===== src/rtl/uart_tx_sched.sv =====
// uart_tx_sched: round-robin, packet-locked arbiter sharing one UART_TX among NUM_CH byte streams.
// tx_finish arrives from the clk_uart domain and is synchronised before use.
module uart_tx_sched #(
  parameter int NUM_CH      = 3,
  parameter int SYNC_STAGES = 2,
  parameter int ACK_TIMEOUT = 1024
) (
  input  logic                  sys_clk,
  input  logic                  rst,
  input  logic [NUM_CH-1:0]     req_valid,
  input  logic [NUM_CH-1:0]     req_last,
  input  logic [8*NUM_CH-1:0]   req_data,
  output logic [NUM_CH-1:0]     req_ready,
  output logic [NUM_CH-1:0]     grant,
  output logic                  tx_start,
  output logic [7:0]            tx_data,
  input  logic                  tx_finish,
  output logic                  busy,
  output logic                  ack_timeout
);
  localparam int OW = NUM_CH > 1 ? $clog2(NUM_CH) : 1;
  localparam int TW = ACK_TIMEOUT > 1 ? $clog2(ACK_TIMEOUT) : 1;
  typedef enum logic [1:0] {IDLE, LOAD, START, WAIT_DONE} state_t;
  state_t               state_q, state_d;
  logic [OW-1:0]        owner_q, owner_d, last_owner_q, last_owner_d, pick, idx;
  logic [7:0]           data_q, data_d;
  logic                 last_q, last_d, ack_q, ack_d, found, fin_s;
  logic [TW-1:0]        tmo_q, tmo_d;
  logic [SYNC_STAGES-1:0] sync_q;
  assign fin_s       = sync_q[SYNC_STAGES-1];
  assign busy        = state_q != IDLE;
  assign tx_start    = state_q == START;
  assign tx_data     = data_q;
  assign ack_timeout = ack_q;
  assign grant       = busy ? NUM_CH'(1) << owner_q : '0;
  assign req_ready   = (state_q == LOAD && fin_s && req_valid[owner_q]) ? grant : '0;
  // Search starts one past the previous owner and wraps, giving strict rotation.
  always_comb begin
    found = 1'b0;
    pick  = '0;
    idx   = last_owner_q;
    for (int k = 0; k < NUM_CH; k++) begin
      idx = (idx == OW'(NUM_CH - 1)) ? '0 : idx + 1'b1;
      if (!found && req_valid[idx]) begin
        found = 1'b1;
        pick  = idx;
      end
    end
  end
  always_comb begin
    state_d      = state_q;
    owner_d      = owner_q;
    last_owner_d = last_owner_q;
    data_d       = data_q;
    last_d       = last_q;
    tmo_d        = tmo_q;
    ack_d        = 1'b0;
    case (state_q)
      IDLE: if (found) begin
        owner_d = pick;
        state_d = LOAD;
      end
      LOAD: if (fin_s && req_valid[owner_q]) begin
        data_d  = req_data[{owner_q, 3'b000} +: 8];
        last_d  = req_last[owner_q];
        tmo_d   = '0;
        state_d = START;
      end
      START: if (!fin_s) begin
        tmo_d   = '0;
        state_d = WAIT_DONE;
      end else if (tmo_q == TW'(ACK_TIMEOUT - 1)) begin
        ack_d        = 1'b1;
        tmo_d        = '0;
        last_owner_d = owner_q;
        state_d      = IDLE;
      end else begin
        tmo_d = tmo_q + 1'b1;
      end
      WAIT_DONE: if (fin_s) begin
        state_d      = last_q ? IDLE : LOAD;
        last_owner_d = last_q ? owner_q : last_owner_q;
      end
      default: state_d = IDLE;
    endcase
  end
  always_ff @(posedge sys_clk or posedge rst) begin
    if (rst) begin
      state_q      <= IDLE;
      owner_q      <= '0;
      last_owner_q <= OW'(NUM_CH - 1);
      data_q       <= '0;
      last_q       <= 1'b0;
      tmo_q        <= '0;
      ack_q        <= 1'b0;
      sync_q       <= '0;
    end else begin
      state_q      <= state_d;
      owner_q      <= owner_d;
      last_owner_q <= last_owner_d;
      data_q       <= data_d;
      last_q       <= last_d;
      tmo_q        <= tmo_d;
      ack_q        <= ack_d;
      sync_q[0]    <= tx_finish;
      for (int i = 1; i < SYNC_STAGES; i++) sync_q[i] <= sync_q[i-1];
    end
  end
endmodule


===== config.mk =====
export PLATFORM = sky130hd
export DESIGN_NAME = uart_tx_sched
export DESIGN_NICKNAME = d
export VERILOG_FILES = /design/src/rtl/uart_tx_sched.sv
export SDC_FILE = /design/constraint.sdc
export NUM_CORES = 1
export LEC_CHECK = 0
export CAP_MARGIN = 20
export CORE_MARGIN = 1.5
export CORE_UTILIZATION = 46
export CTS_BUF_LIST = sky130_fd_sc_hd__clkbuf_16
export DETAILED_ROUTE_END_ITERATION = 12
export PLACE_DENSITY = 0.79
export SLEW_MARGIN = 20
export SYNTH_ARGS = -nofsm -noshare
export SYNTH_HDL_FRONTEND = slang
export SYNTH_SLANG_ARGS = --single-unit

===== constraint.sdc =====
create_clock -name sys_clk -period 2.05 [get_ports sys_clk]
set_input_delay 0.615 -clock sys_clk [delete_from_list [all_inputs] [get_ports sys_clk]]
set_output_delay 0.615 -clock sys_clk [all_outputs]
set_load 0.01 [all_outputs]

# == Word-level counts from Yosys, hierarchy flattened ==
# Cells that the tools add are included.
# totals
input_bits,33
reg_bits,28
output_inout_bits,17
# classes
addsub,4
order_cmp,4
n_shift,2
mux,40
eq_ne,14
n_reduce_logical,16
# ops
cell,count
$mux W10,3
$mux W2,15
$shiftx A24 B6 Y8,1
$pmux W10 S2,1
$lt A2 B3 Y1 const B,4
$mux W1,12
$add A10 B1 Y10 const B,1
$bmux W1 S2,5
$eq A10 B10 Y1 const B,1
$eq A2 B2 Y1 const B,5
$pmux W2 S4,1
$add A2 B1 Y2 const B,3
$mux W3,2
$ne A2 B1 Y1 const B,3
$ne A2 B2 Y1 const B,3
$reduce_and A2 Y1,3
$reduce_bool A2 Y1,3
$logic_and A1 B1 Y1,5
$reduce_and A5 Y1,1
$pmux W2 S2,1
$reduce_and A4 Y1,1
$ne A3 B2 Y1 const B,1
$shl A1 B2 Y3 const A,1
$eq A2 B1 Y1 const B,1
2 further kinds,3

# == Logic depth before layout (Yosys ltp) ==
# Gate-level depths: netlist (run 1).
# depth
depth_word,13
mapped_depth,6
mapped_depth_nobuf,5

# == Worst setup path before layout (run 1) ==
# No wires, ideal clock.
# synth_timing
path_type,reg2out
startpoint,register state_q[1]
endpoint,output req_ready[0]
t_arrival_ps,1461
path_stages_with_launch,7
setup_slack_ps,-26
path_buffers,2
t_required_ps,1435
cell_sequence,dfrtp_1 buf_6 nand2b_1 or2_4 or2_0 buf_2 nor3_1
# synth_via
elab_chain_len,4
# synth_rtl
element,line,rtl
start: declaration,24,"state_t state_q, state_d;"
start signal: assignment,98,state_q <= state_d;
$eq A2 B1 Y1,36,assign req_ready = (state_q == LOAD && fin_s && req_valid[owner_q]) ? grant : '0;
$logic_and A1 B1 Y1 (2 in a row),36,
$mux W3 (*),36,
end: declaration,13,"output logic [NUM_CH-1:0] req_ready,"
# Every way passes the cells marked *; elsewhere a longest branch is shown, timed or not.

# == Worst setup path in the final report (run 1) ==
# layout_timing
startpoint,register state_q[0]
endpoint,output req_ready[0]
# Same word-level chain as after synthesis.

==> impl_metrics.tcl, run 1 <==
set metrics [dict create \
    mean_instance_size_in_the_synthesized_netlist_um2 9.39 \
    start_util_pct 47.9 \
    placement.cell_area_mm2 0.00225 \
    route.detailed.wl_per_inst_um 15.9 \
    cell_variety_after_synth 39 \
    grt_usage_pct 25.8 \
    detailed_place_hpwl_um 3310 \
    grt_pass1_vias 1550 \
    io_pins 50 \
    viasPerCell 5.62 \
    muxShareOfSynthArea_pct 13.4 \
    timing.critical_path.slowest_stage_cell "sky130_fd_sc_hd__dfrtp_1" \
    number_of_clock_sinks 28 \
    netlist_area_mm2 0.00159 \
    timing.final.max_slew_violations 0 \
    num_antenna_cells 0 \
    critical_path_required_ns 1.43 \
    holdCritPathClass "reg2reg" \
    grt_antenna_before_repair 0 \
    fmax_mhz 471 \
    synth-async-reset-ratio_pct 100 \
    seq_total_area_yosys_pct 44.2 \
    area_share_of_and_or_nand_nor_cells_after_synthesis_pct 18.5 \
    num_cts_buffers 3 \
    cpMostUsedCell "sky130_fd_sc_hd__or2_4" \
    grt_pass1_wl_um 7180 \
    crit_path_start_kind "register" \
    ir_drop_worst_case_vdd_mv 0.616 \
    compound_cell_area_share_of_the_yosys_netlist_pct 17.3 \
    run_status "finished, violations left" \
    setup_slack_ns -0.0735 \
    finish.net_count 275 \
    max-cap-violations 0 \
    final_core_util_pct 71.4 \
    worst_path_dominant_cell_family "simple AND/OR/NAND/NOR gates" \
    worst_pin_slew_ns 0.539 \
    end_kind "output port" \
    core_area_mm2 0.00331 \
    postRouteAntennaNets 0 \
    timing.final.crit_period_ns 2.12 \
    post_synth_xor_area_fraction_pct 1.10 \
    synth_cells 169 \
    areaGrowthSynthToFinish_pct 49.0 \
    largest_family_of_logic_cells_by_synthesized_area "simple AND/OR/NAND/NOR gates" \
    die_h_um 61.7 \
    path_buf_inv 2 \
    synth_adder_area_share_pct 0.789 \
    die_w_um 61.7 \
    crit_fanout 3 \
    synth_fp_nets 203 \
    die_area_mm2 0.00381 \
    min_period_over_period_pct 104 \
    drive_gt1_share_pct 24.2 \
    hold_buffers 0 \
    setup_repair_after_global_routing_missed_its_margin "yes" \
    drc 0 \
    max-clock-path-buffers 2 \
    clk_pin_slew_worst_paths_ns 0.07 \
    finalHoldViolations 0 \
    p_leak_nw 1.01 \
    level_count_of_the_clock_h_tree 1 \
    drt_wl_total_um 4540 \
    clock_insertion_delay_worst_skew_ns 0.26 \
    cts_tree "yes" \
    synthFlopType "sky130_fd_sc_hd__dfrtp_1" \
    detailedRoute.firstIterationViolations 86 \
    placementRows 21 \
    numPortBuffers 49 \
    ys_ff_latch 28 \
    violations_in_the_final_reports "setup timing" \
    synth_edf_count 0 \
    critical_path_arrival_ns 1.51 \
    setup_viol 2 \
    layout.filler_cells 264 \
    p_per_area_mw_per_mm2 1180 \
    p_total_mw 2.78 \
    pre_cts_ws_ns -0.836 \
    clock_root_buffer_master "sky130_fd_sc_hd__clkbuf_16" \
    maximum_number_of_pins_on_one_net_before_global_route_repair 29 \
    max_stage_delay_ns 0.37 \
    timing.setup.critical_path_class "reg2out" \
    num_vias 1607 \
    max-slew-margin-rel_pct 63.8 \
    finalClockSkew_ns 0.00497 \
    yosysWarningCount 0 \
    detailedRoute.firstPassIterationCount 4 \
    finalSetupTns_ns -0.117 \
    routabilityCongestion 0.830 \
    cp_cell_sequence "buf_6 -> nand2b_4 -> or2_4 -> or2_4 -> nor3_2 -> buf_2" \
    stdcell_area_mm2 0.00236 \
    grt-ovfl-total 0 \
]
[cell usage after synthesis, types with 2 or more instances]
| master | number | area (um^2) |
|---|---|---|
| sky130_fd_sc_hd__clkbuf_1 | 2 | 7.51 |
| sky130_fd_sc_hd__o22ai_1 | 2 | 12.5 |
| sky130_fd_sc_hd__inv_1 | 10 | 37.5 |
| sky130_fd_sc_hd__nand2b_1 | 4 | 25.0 |
| sky130_fd_sc_hd__nor2b_1 | 4 | 25.0 |
| sky130_fd_sc_hd__nand2_1 | 19 | 71.3 |
| sky130_fd_sc_hd__a31oi_1 | 4 | 25.0 |
| sky130_fd_sc_hd__a21oi_1 | 7 | 35.0 |
| sky130_fd_sc_hd__nor3_1 | 6 | 30.0 |
| sky130_fd_sc_hd__nand4_1 | 2 | 12.5 |
| sky130_fd_sc_hd__dfrtp_1 | 27 | 676 |
| sky130_fd_sc_hd__nor4_1 | 2 | 12.5 |
| sky130_fd_sc_hd__o31a_1 | 2 | 17.5 |
| sky130_fd_sc_hd__a32o_1 | 3 | 30.0 |
| sky130_fd_sc_hd__o21ai_0 | 22 | 110 |
| sky130_fd_sc_hd__mux2_2 | 10 | 113 |
| sky130_fd_sc_hd__nand3_1 | 3 | 15.0 |
| sky130_fd_sc_hd__mux2i_1 | 10 | 100 |
| sky130_fd_sc_hd__buf_2 | 2 | 10.0 |
| sky130_fd_sc_hd__xnor2_1 | 2 | 17.5 |
| sky130_fd_sc_hd__nor2_1 | 8 | 30.0 |
[placed cells by master, fill, tap and decap left out, drive strengths merged, types with 2 or more instances in the layout]
cell type / synthesis / final
a21oi: 7 / 7
a31oi: 4 / 4
a32o: 3 / 3
buf: 4 / 27
clkbuf: 2 / 8
clkdlybuf4s15: 0 / 2
clkdlybuf4s50: 0 / 38
dfrtp: 27 / 27
inv: 10 / 10
mux2: 10 / 10
mux2i: 10 / 10
nand2: 19 / 19
nand2b: 4 / 4
nand3: 4 / 4
nand4: 2 / 2
nor2: 9 / 9
nor2b: 4 / 4
nor3: 6 / 6
nor4: 2 / 2
o21ai: 23 / 23
o22ai: 2 / 2
o31a: 2 / 2
or2: 2 / 2
xnor2: 2 / 2
[logic make-up (layout without fill, tap and decap cells)]
group                      count (synthesis)  after routing
muxes                                     20             20
buffers and inverters                     16             87
AOI/OAI and AO/OA                         45             45
adders and majority gates                  1              1
and+or+nand+nor                           57             57
DFF                                       28             28
xor gates and xnor gates                   2              2
[worst reg2reg max path, stage by stage (launching register included)]
cell                      delay, ns
sky130_fd_sc_hd__dfrtp_1       0.44
sky130_fd_sc_hd__ha_1          0.26
sky130_fd_sc_hd__nand2_1       0.11
sky130_fd_sc_hd__o41ai_1       0.37
sky130_fd_sc_hd__nand3_1       0.18
sky130_fd_sc_hd__mux2_2        0.29
[flip-flops by register name, indices dropped and copies added (netlist names)]
signal	flops
ack_timeout	1
last_owner_q	2
last_q	1
owner_q	2
state_q	2
sync_q	2
tmo_q	10
tx_data	8
[through the flow]
| stage | hold WS [ns] | cells |
|---|---|---|
| floorplan | 0.331 | 169 |
| global placement | 0.335 | 278 |
| detailed placement | 0.345 | 278 |
| CTS | 0.360 | 285 |
| global route | 0.363 | 286 |
| finish | 0.358 | 286 |
[worst paths after layout]
| check | start | end | slack (ns) | cells past startpoint |
|---|---|---|---|---|
| max in group asynchronous | rst | last_owner_q[1] | 1.03 | 3 |
| setup / recovery | state_q[0] | req_ready[0] | -0.07 | 6 |
| hold reg to reg | sync_q[0] | sync_q[1] | 0.36 | 0 |
| hold / removal | sync_q[0] | sync_q[1] | 0.36 | 0 |
| min in group asynchronous | rst | sync_q[0] | 0.72 | 3 |
| setup reg to reg | tmo_q[0] | last_owner_q[0] | 0.28 | 5 |
[where the power goes]
part           leakage [nW]  switching, mW  internal, mW  total (mW)
sequential            0.356          0.137         0.728       0.865
combinational         0.615          0.682         0.790        1.47
clock                0.0385          0.184         0.262       0.445
[metal layers]
layer	GRT usage [%]	wire, um	up-vias	share of wire (%)
met5	0	0	-	0
met4	9.73	107	0	2.4
met3	3.31	127	11	2.8
met2	48.3	2520	48	56
met1	29.8	1780	800	39
li1	-	-	748	-
[cell type report]
| class | instances | area, um^2 | share of cell area (%) |
|---|---|---|---|
| multi-input combinational | 125 | 846 | 35.8 |
| tap | 46 | 57.6 | 2.44 |
| sequential | 28 | 703 | 29.8 |
| clock inverter | 1 | 3.75 | 0.159 |
| timing repair buffer | 73 | 641 | 27.1 |
| clock buffer | 3 | 75.1 | 3.18 |
| inverter | 10 | 37.5 | 1.59 |
[repair_timing]
item / CTS / global route
endpoints found under the hold margin: 0 / 0
setup endpoints to repair: 8 / 5
pin swaps: 2 / 4
gates resized for setup: 34 / 11
setup buffers: 3 / 1
Power figures use the tool's default switching activity.
==> run 2, diff against run 1 <==
- CORE_MARGIN: 1.5 -> not set
==> run 2 against run 1 <==
  * The run still ends with setup timing left
  * Setup slack worse by 0.070 ns
  * Critical path depth down 1
  * Global-route usage up 2.4 points
  * Clock power up 31%
  * Register-to-register slack about the same
  * Final area up 0.48%
  * Critical path type unchanged
  * Critical endpoint unchanged
  * Largest power group unchanged
==> impl_metrics.tcl, run 2 (synthesis results as in run 1) <==
set metrics [dict create \
    timing.hold.worst_path_depth 0 \
    drive_gt1_share_pct 23.0 \
    die_h_um 60.7 \
    stdcell_area_mm2 0.00237 \
    setup_slack_ns -0.144 \
    maximum_number_of_pins_on_one_net_before_global_route_repair 21 \
    drc 0 \
    clock_root_buffer_master "sky130_fd_sc_hd__clkbuf_16" \
    largest-register "tmo_q" \
    finish.cell_count_without_fillers 283 \
    internal_power_mw 1.88 \
    place.detailed.instances 275 \
    die_area_mm2 0.00369 \
    top_library_cells_by_usage_in_the_layout_fill_and_taps_aside "sky130_fd_sc_hd__clkdlybuf4s50_1 (38), sky130_fd_sc_hd__dfrtp_1 (27), sky130_fd_sc_hd__o21ai_0 (22)" \
    r2r_setup_slack_ns 0.29 \
    grt-ovfl-total 0 \
    detailedRoute.firstPassIterationCount 4 \
    setup_viol 2 \
    timing.final.crit_period_ns 2.19 \
    grt_usage_pct 28.2 \
    rr_endpoint "tmo_q[8]" \
    num_cts_buffers 3 \
    route.detailed.wl_per_inst_um 16.4 \
    core_area_mm2 0.00315 \
    hold_path_end "sync_q[1]" \
    clk_pin_slew_worst_paths_ns 0.07 \
    level_count_of_the_clock_h_tree 1 \
    violations_in_the_final_reports "setup timing" \
    max-cap-violations 0 \
    num_antenna_cells 0 \
    ir_drop_worst_case_vdd_mv 0.815 \
    finalClockSkew_ns 0.00855 \
    pre_cts_ws_ns -0.936 \
    clock_insertion_delay_worst_skew_ns 0.27 \
    critical_path_arrival_ns 1.58 \
    crit_path_start_kind "register" \
    max-slew-margin-rel_pct 63.9 \
    die_w_um 60.7 \
    largest_register_ff_count 10 \
    setup_repair_after_global_routing_missed_its_margin "yes" \
    p_leak_nw 1.03 \
    num_vias 1589 \
    timing.final.max_slew_violations 0 \
    start_util_pct 50.3 \
    timing.setup.critical_path_class "reg2out" \
    postRouteAntennaNets 0 \
    number_of_clock_sinks 28 \
    commonest_non_fill_non_tap_cell_in_the_layout "sky130_fd_sc_hd__clkdlybuf4s50_1" \
    io_pins 50 \
    final_core_util_pct 75.3 \
    power.share.sequential_pct 30.2 \
    crit_fanout 3 \
    critical_path_required_ns 1.43 \
    grt_pass1_vias 1688 \
    end_kind "output port" \
    run_status "finished, violations left" \
    holdCritPathClass "reg2reg" \
    hold_buffers 0 \
    comb_pwr_share_pct 49.5 \
    viasPerCell 5.61 \
    grt_pass1_wl_um 7580 \
    detailedRoute.firstIterationViolations 91 \
    routabilityCongestion 0.898 \
    p_switching_mw 1.00 \
    max-clock-path-buffers 2 \
    clock_power_share_pct 20.3 \
    finalHoldViolations 0 \
    rr_startpoint "tmo_q[0]" \
    min_period_over_period_pct 107 \
    fmax_mhz 456 \
    detailed_place_hpwl_um 3320 \
    areaGrowthSynthToFinish_pct 49.7 \
    hold_start "sync_q[0]" \
    cts_tree "yes" \
    numPortBuffers 49 \
    worst_pin_slew_ns 0.538 \
    placementRows 20 \
    grt_antenna_before_repair 0 \
    r2r_cells 5 \
    finish.net_count 274 \
    placement.cell_area_mm2 0.00226 \
    drt_wl_total_um 4650 \
    p_per_area_mw_per_mm2 1210 \
    p_sw_share_pct 34.8 \
]
-- run 2: critical path, stage by stage (launching register included) --
cell,delay (ns)
sky130_fd_sc_hd__dfrtp_1,0.40
sky130_fd_sc_hd__nand2b_4,0.15
sky130_fd_sc_hd__or2_4,0.23
sky130_fd_sc_hd__or2_4,0.25
sky130_fd_sc_hd__nor3_4,0.13
sky130_fd_sc_hd__buf_2,0.16
-- run 2: area by class of cell --
class	instances	area [um^2]
clock buffer	3	75.1
sequential	28	702
timing repair buffer	72	636
fill	242	778
inverter	10	37.5
tap	44	55.1
clock inverter	1	30.0
multi-input combinational	125	840
-- run 2: power by group through the flow --
stage               Combinational, mW  Sequential [mW]  Clock [mW]
floorplan                       0.716            0.876           0
global placement                 1.31            0.847           0
detailed placement               1.34            0.863           0
CTS                              1.39            0.865       0.580
global route                     1.53            0.889       0.601
finish                           1.43            0.870       0.583
-- run 2: per-layer routing --
| layer | global-route usage, % | vias up | share of wire (%) |
|---|---|---|---|
| met5 | 0 | - | 0 |
| met4 | 12.7 | 0 | 2.3 |
| li1 | - | 746 | - |
| met1 | 32.5 | 771 | 41 |
| met3 | 4.48 | 12 | 3.7 |
| met2 | 51.3 | 60 | 53 |
-- run 2: timing repair --
item                                    in CTS  in global routing
setup buffers                                1                  3
gates resized for setup                     32                 10
endpoints found under the setup margin       8                  7
pin swaps                                    3                  2
-- run 2: metrics by stage --
stage               setup TNS (ns)  power (mW)  hold WS, ns
finish                      -0.222        2.88        0.350
global route                -0.322        3.02        0.366
CTS                         -0.263        2.83        0.353
detailed placement           -5.39        2.21        0.337
global placement             -4.23        2.16        0.337
floorplan                        0        1.59        0.331
-- run 2: worst max path at each step --
| stage | cells past startpoint | startpoint | slack [ns] | endpoint |
|---|---|---|---|---|
| 6_report | 5 | state_q[1] | -0.14 | req_ready[0] |
| 5_1_grt | 5 | state_q[1] | -0.19 | req_ready[0] |
| 4_1_cts | 5 | state_q[1] | -0.20 | req_ready[0] |
| 3_5_place_dp | 6 | req_valid[1] | -0.94 | req_ready[0] |
| 3_3_place_gp | 6 | req_valid[1] | -0.82 | req_ready[0] |
| 2_1_floorplan | 6 | state_q[1] | 0.05 | req_ready[1] |
==> run 3, diff against run 2 <==
- GPL_ROUTABILITY_DRIVEN: not set -> 0
==> run 3 against run 2 <==
  * The flow still finishes with violations (setup timing)
  * Die area is the same
  * Combinational power up 6%
  * Highest routed layer unchanged
  * Register-to-register slack is essentially flat
  * Clock-buffer cell count unchanged
  * Power increased by 2.5%
  * Non-clock buffer count increased by 4
==> impl_metrics.tcl, run 3 (synthesis results as in run 1) <==
set metrics [dict create \
    detailed_place_hpwl_um 3270 \
    num_antenna_cells 0 \
    end_kind "output port" \
    finalSetupTns_ns -0.223 \
    run_status "finished, violations left" \
    max_stage_delay_ns 0.43 \
    die_area_mm2 0.00369 \
    grt.met2_usage_pct 50.2 \
    grtUsageMet3_pct 3.41 \
    p_total_mw 2.95 \
    p_sw_share_pct 34.1 \
    detailedRoute.firstIterationViolations 102 \
    hold_buffers 0 \
    route.detailed.wl_per_inst_um 15.8 \
    place.detailed.instances 276 \
    groute.layer.met1.usage_pct 32.1 \
    setup_viol 2 \
    max-slew-margin-rel_pct 65.2 \
    p_per_area_mw_per_mm2 1220 \
    clock_power_share_pct 19.5 \
    num_vias 1617 \
    stdcell_area_mm2 0.00242 \
    comb_pwr_share_pct 51.3 \
    crit_path_start_kind "register" \
    finalClockSkew_ns 0.00456 \
    postRouteAntennaNets 0 \
    timing.final.max_slew_violations 0 \
    drive_gt1_share_pct 23.9 \
    pre_cts_ws_ns -0.848 \
    ir_drop_worst_case_vdd_mv 0.701 \
    finish.net_count 278 \
    areaGrowthSynthToFinish_pct 52.3 \
    clk_pin_slew_worst_paths_ns 0.06 \
    num_cts_buffers 3 \
    die_w_um 60.7 \
    placementRows 20 \
    die_h_um 60.7 \
    busiest_layer "met2" \
    finish.cell_count_without_fillers 287 \
    largest-register "tmo_q" \
    clock_root_buffer_master "sky130_fd_sc_hd__clkbuf_16" \
    final_core_util_pct 76.6 \
    core_area_mm2 0.00315 \
    holdCritPathClass "reg2reg" \
    start_util_pct 50.3 \
    internal_power_mw 1.94 \
    io_pins 50 \
    drc 0 \
    max-cap-violations 0 \
    setup_repair_after_global_routing_missed_its_margin "yes" \
    clock_insertion_delay_worst_skew_ns 0.26 \
    cts_tree "yes" \
    maximum_number_of_pins_on_one_net_before_global_route_repair 29 \
    grt_usage_pct 27.6 \
    setup_slack_ns -0.118 \
    detailedRoute.firstPassIterationCount 4 \
    timing.setup.critical_path_class "reg2out" \
    cp_cell_sequence "buf_6 -> mux2i_1 -> a2bb2oi_2 -> or2_4 -> nor3_2 -> buf_2" \
    placement.cell_area_mm2 0.00225 \
    crit_fanout 3 \
    grt_antenna_before_repair 0 \
    violations_in_the_final_reports "setup timing" \
    largest_register_ff_count 10 \
    min_period_over_period_pct 106 \
    top_library_cells_by_usage_in_the_layout_fill_and_taps_aside "sky130_fd_sc_hd__clkdlybuf4s50_1 (38), sky130_fd_sc_hd__dfrtp_1 (26), sky130_fd_sc_hd__buf_4 (23)" \
    fmax_mhz 461 \
    power.share.sequential_pct 29.2 \
    grt_pass1_vias 1683 \
    drt_wl_total_um 4540 \
    finalHoldViolations 0 \
    number_of_clock_sinks 28 \
    p_leak_nw 1.04 \
    grt_pass1_wl_um 7400 \
    commonest_non_fill_non_tap_cell_in_the_layout "sky130_fd_sc_hd__clkdlybuf4s50_1" \
    critical_path_required_ns 1.43 \
    critical_path_arrival_ns 1.55 \
    hold_slack_ns 0.349 \
    max-clock-path-buffers 2 \
    level_count_of_the_clock_h_tree 1 \
    numPortBuffers 49 \
    worst_pin_slew_ns 0.518 \
    timing.final.crit_period_ns 2.17 \
    viasPerCell 5.63 \
    p_switching_mw 1.01 \
    timing.critical_path.slowest_stage_cell "sky130_fd_sc_hd__dfrtp_2" \
    grt-ovfl-total 0 \
]
## run 3: cell types whose count changed in the layout (fill, tap and decap cells not counted), sizes merged
cell / previous run / this run
clkdlybuf4s15: 0 / 2
clkbuf: 8 / 5
dlygate4sd2: 2 / 3
buf: 27 / 31
## run 3: layer usage
metal | wire length (um) | up-vias
li1 | - | 755
met1 | 1880 | 798
met2 | 2400 | 52
met3 | 148 | 12
met4 | 116 | 0
met5 | 0 | -
## run 3: final cells by class
cell class	instances	area, um^2
Multi-Input combinational cell	125	841
Clock buffer	3	75.1
Fill cell	242	737
Sequential cell	28	703
Tap cell	44	55.1
Timing Repair Buffer	76	674
Inverter	10	37.5
Clock inverter	1	30.0
## run 3: power by group through the flow
stage / clock network (mW) / registers (mW) / logic [mW]
3_3_place_gp: 0 / 0.848 / 1.32
2_1_floorplan: 0 / 0.876 / 0.716
4_1_cts: 0.580 / 0.855 / 1.45
5_1_grt: 0.602 / 0.876 / 1.63
6_report: 0.575 / 0.860 / 1.51
3_5_place_dp: 0 / 0.867 / 1.36
## run 3: worst paths after layout
kind	startpoint	to	slack (ns)	cells past startpoint
max in group asynchronous	rst	last_owner_q[1]	1.02	3
max	owner_q[0]	req_ready[0]	-0.12	6
min in group asynchronous	rst	tx_data[1]	0.72	3
max reg2reg	tmo_q[1]	last_owner_q[0]	0.28	5
min	sync_q[0]	sync_q[1]	0.35	0
min reg2reg	sync_q[0]	sync_q[1]	0.35	0
## run 3: critical path, delay by kind of cell, from the launching register on
kind / cells / cell delay (ns)
multiplexers: 1 / 0.12
AND/OR/NAND/NOR: 2 / 0.34
flip-flops: 1 / 0.43
buffers and inverters: 2 / 0.26
AO/OA/AOI/OAI: 1 / 0.14
## run 3: repair_timing
action | in CTS | in global routing
buffers inserted | 5 | 2
setup endpoints to repair | 8 | 7
gates resized for setup | 30 | 12
pin swaps | 3 | 1
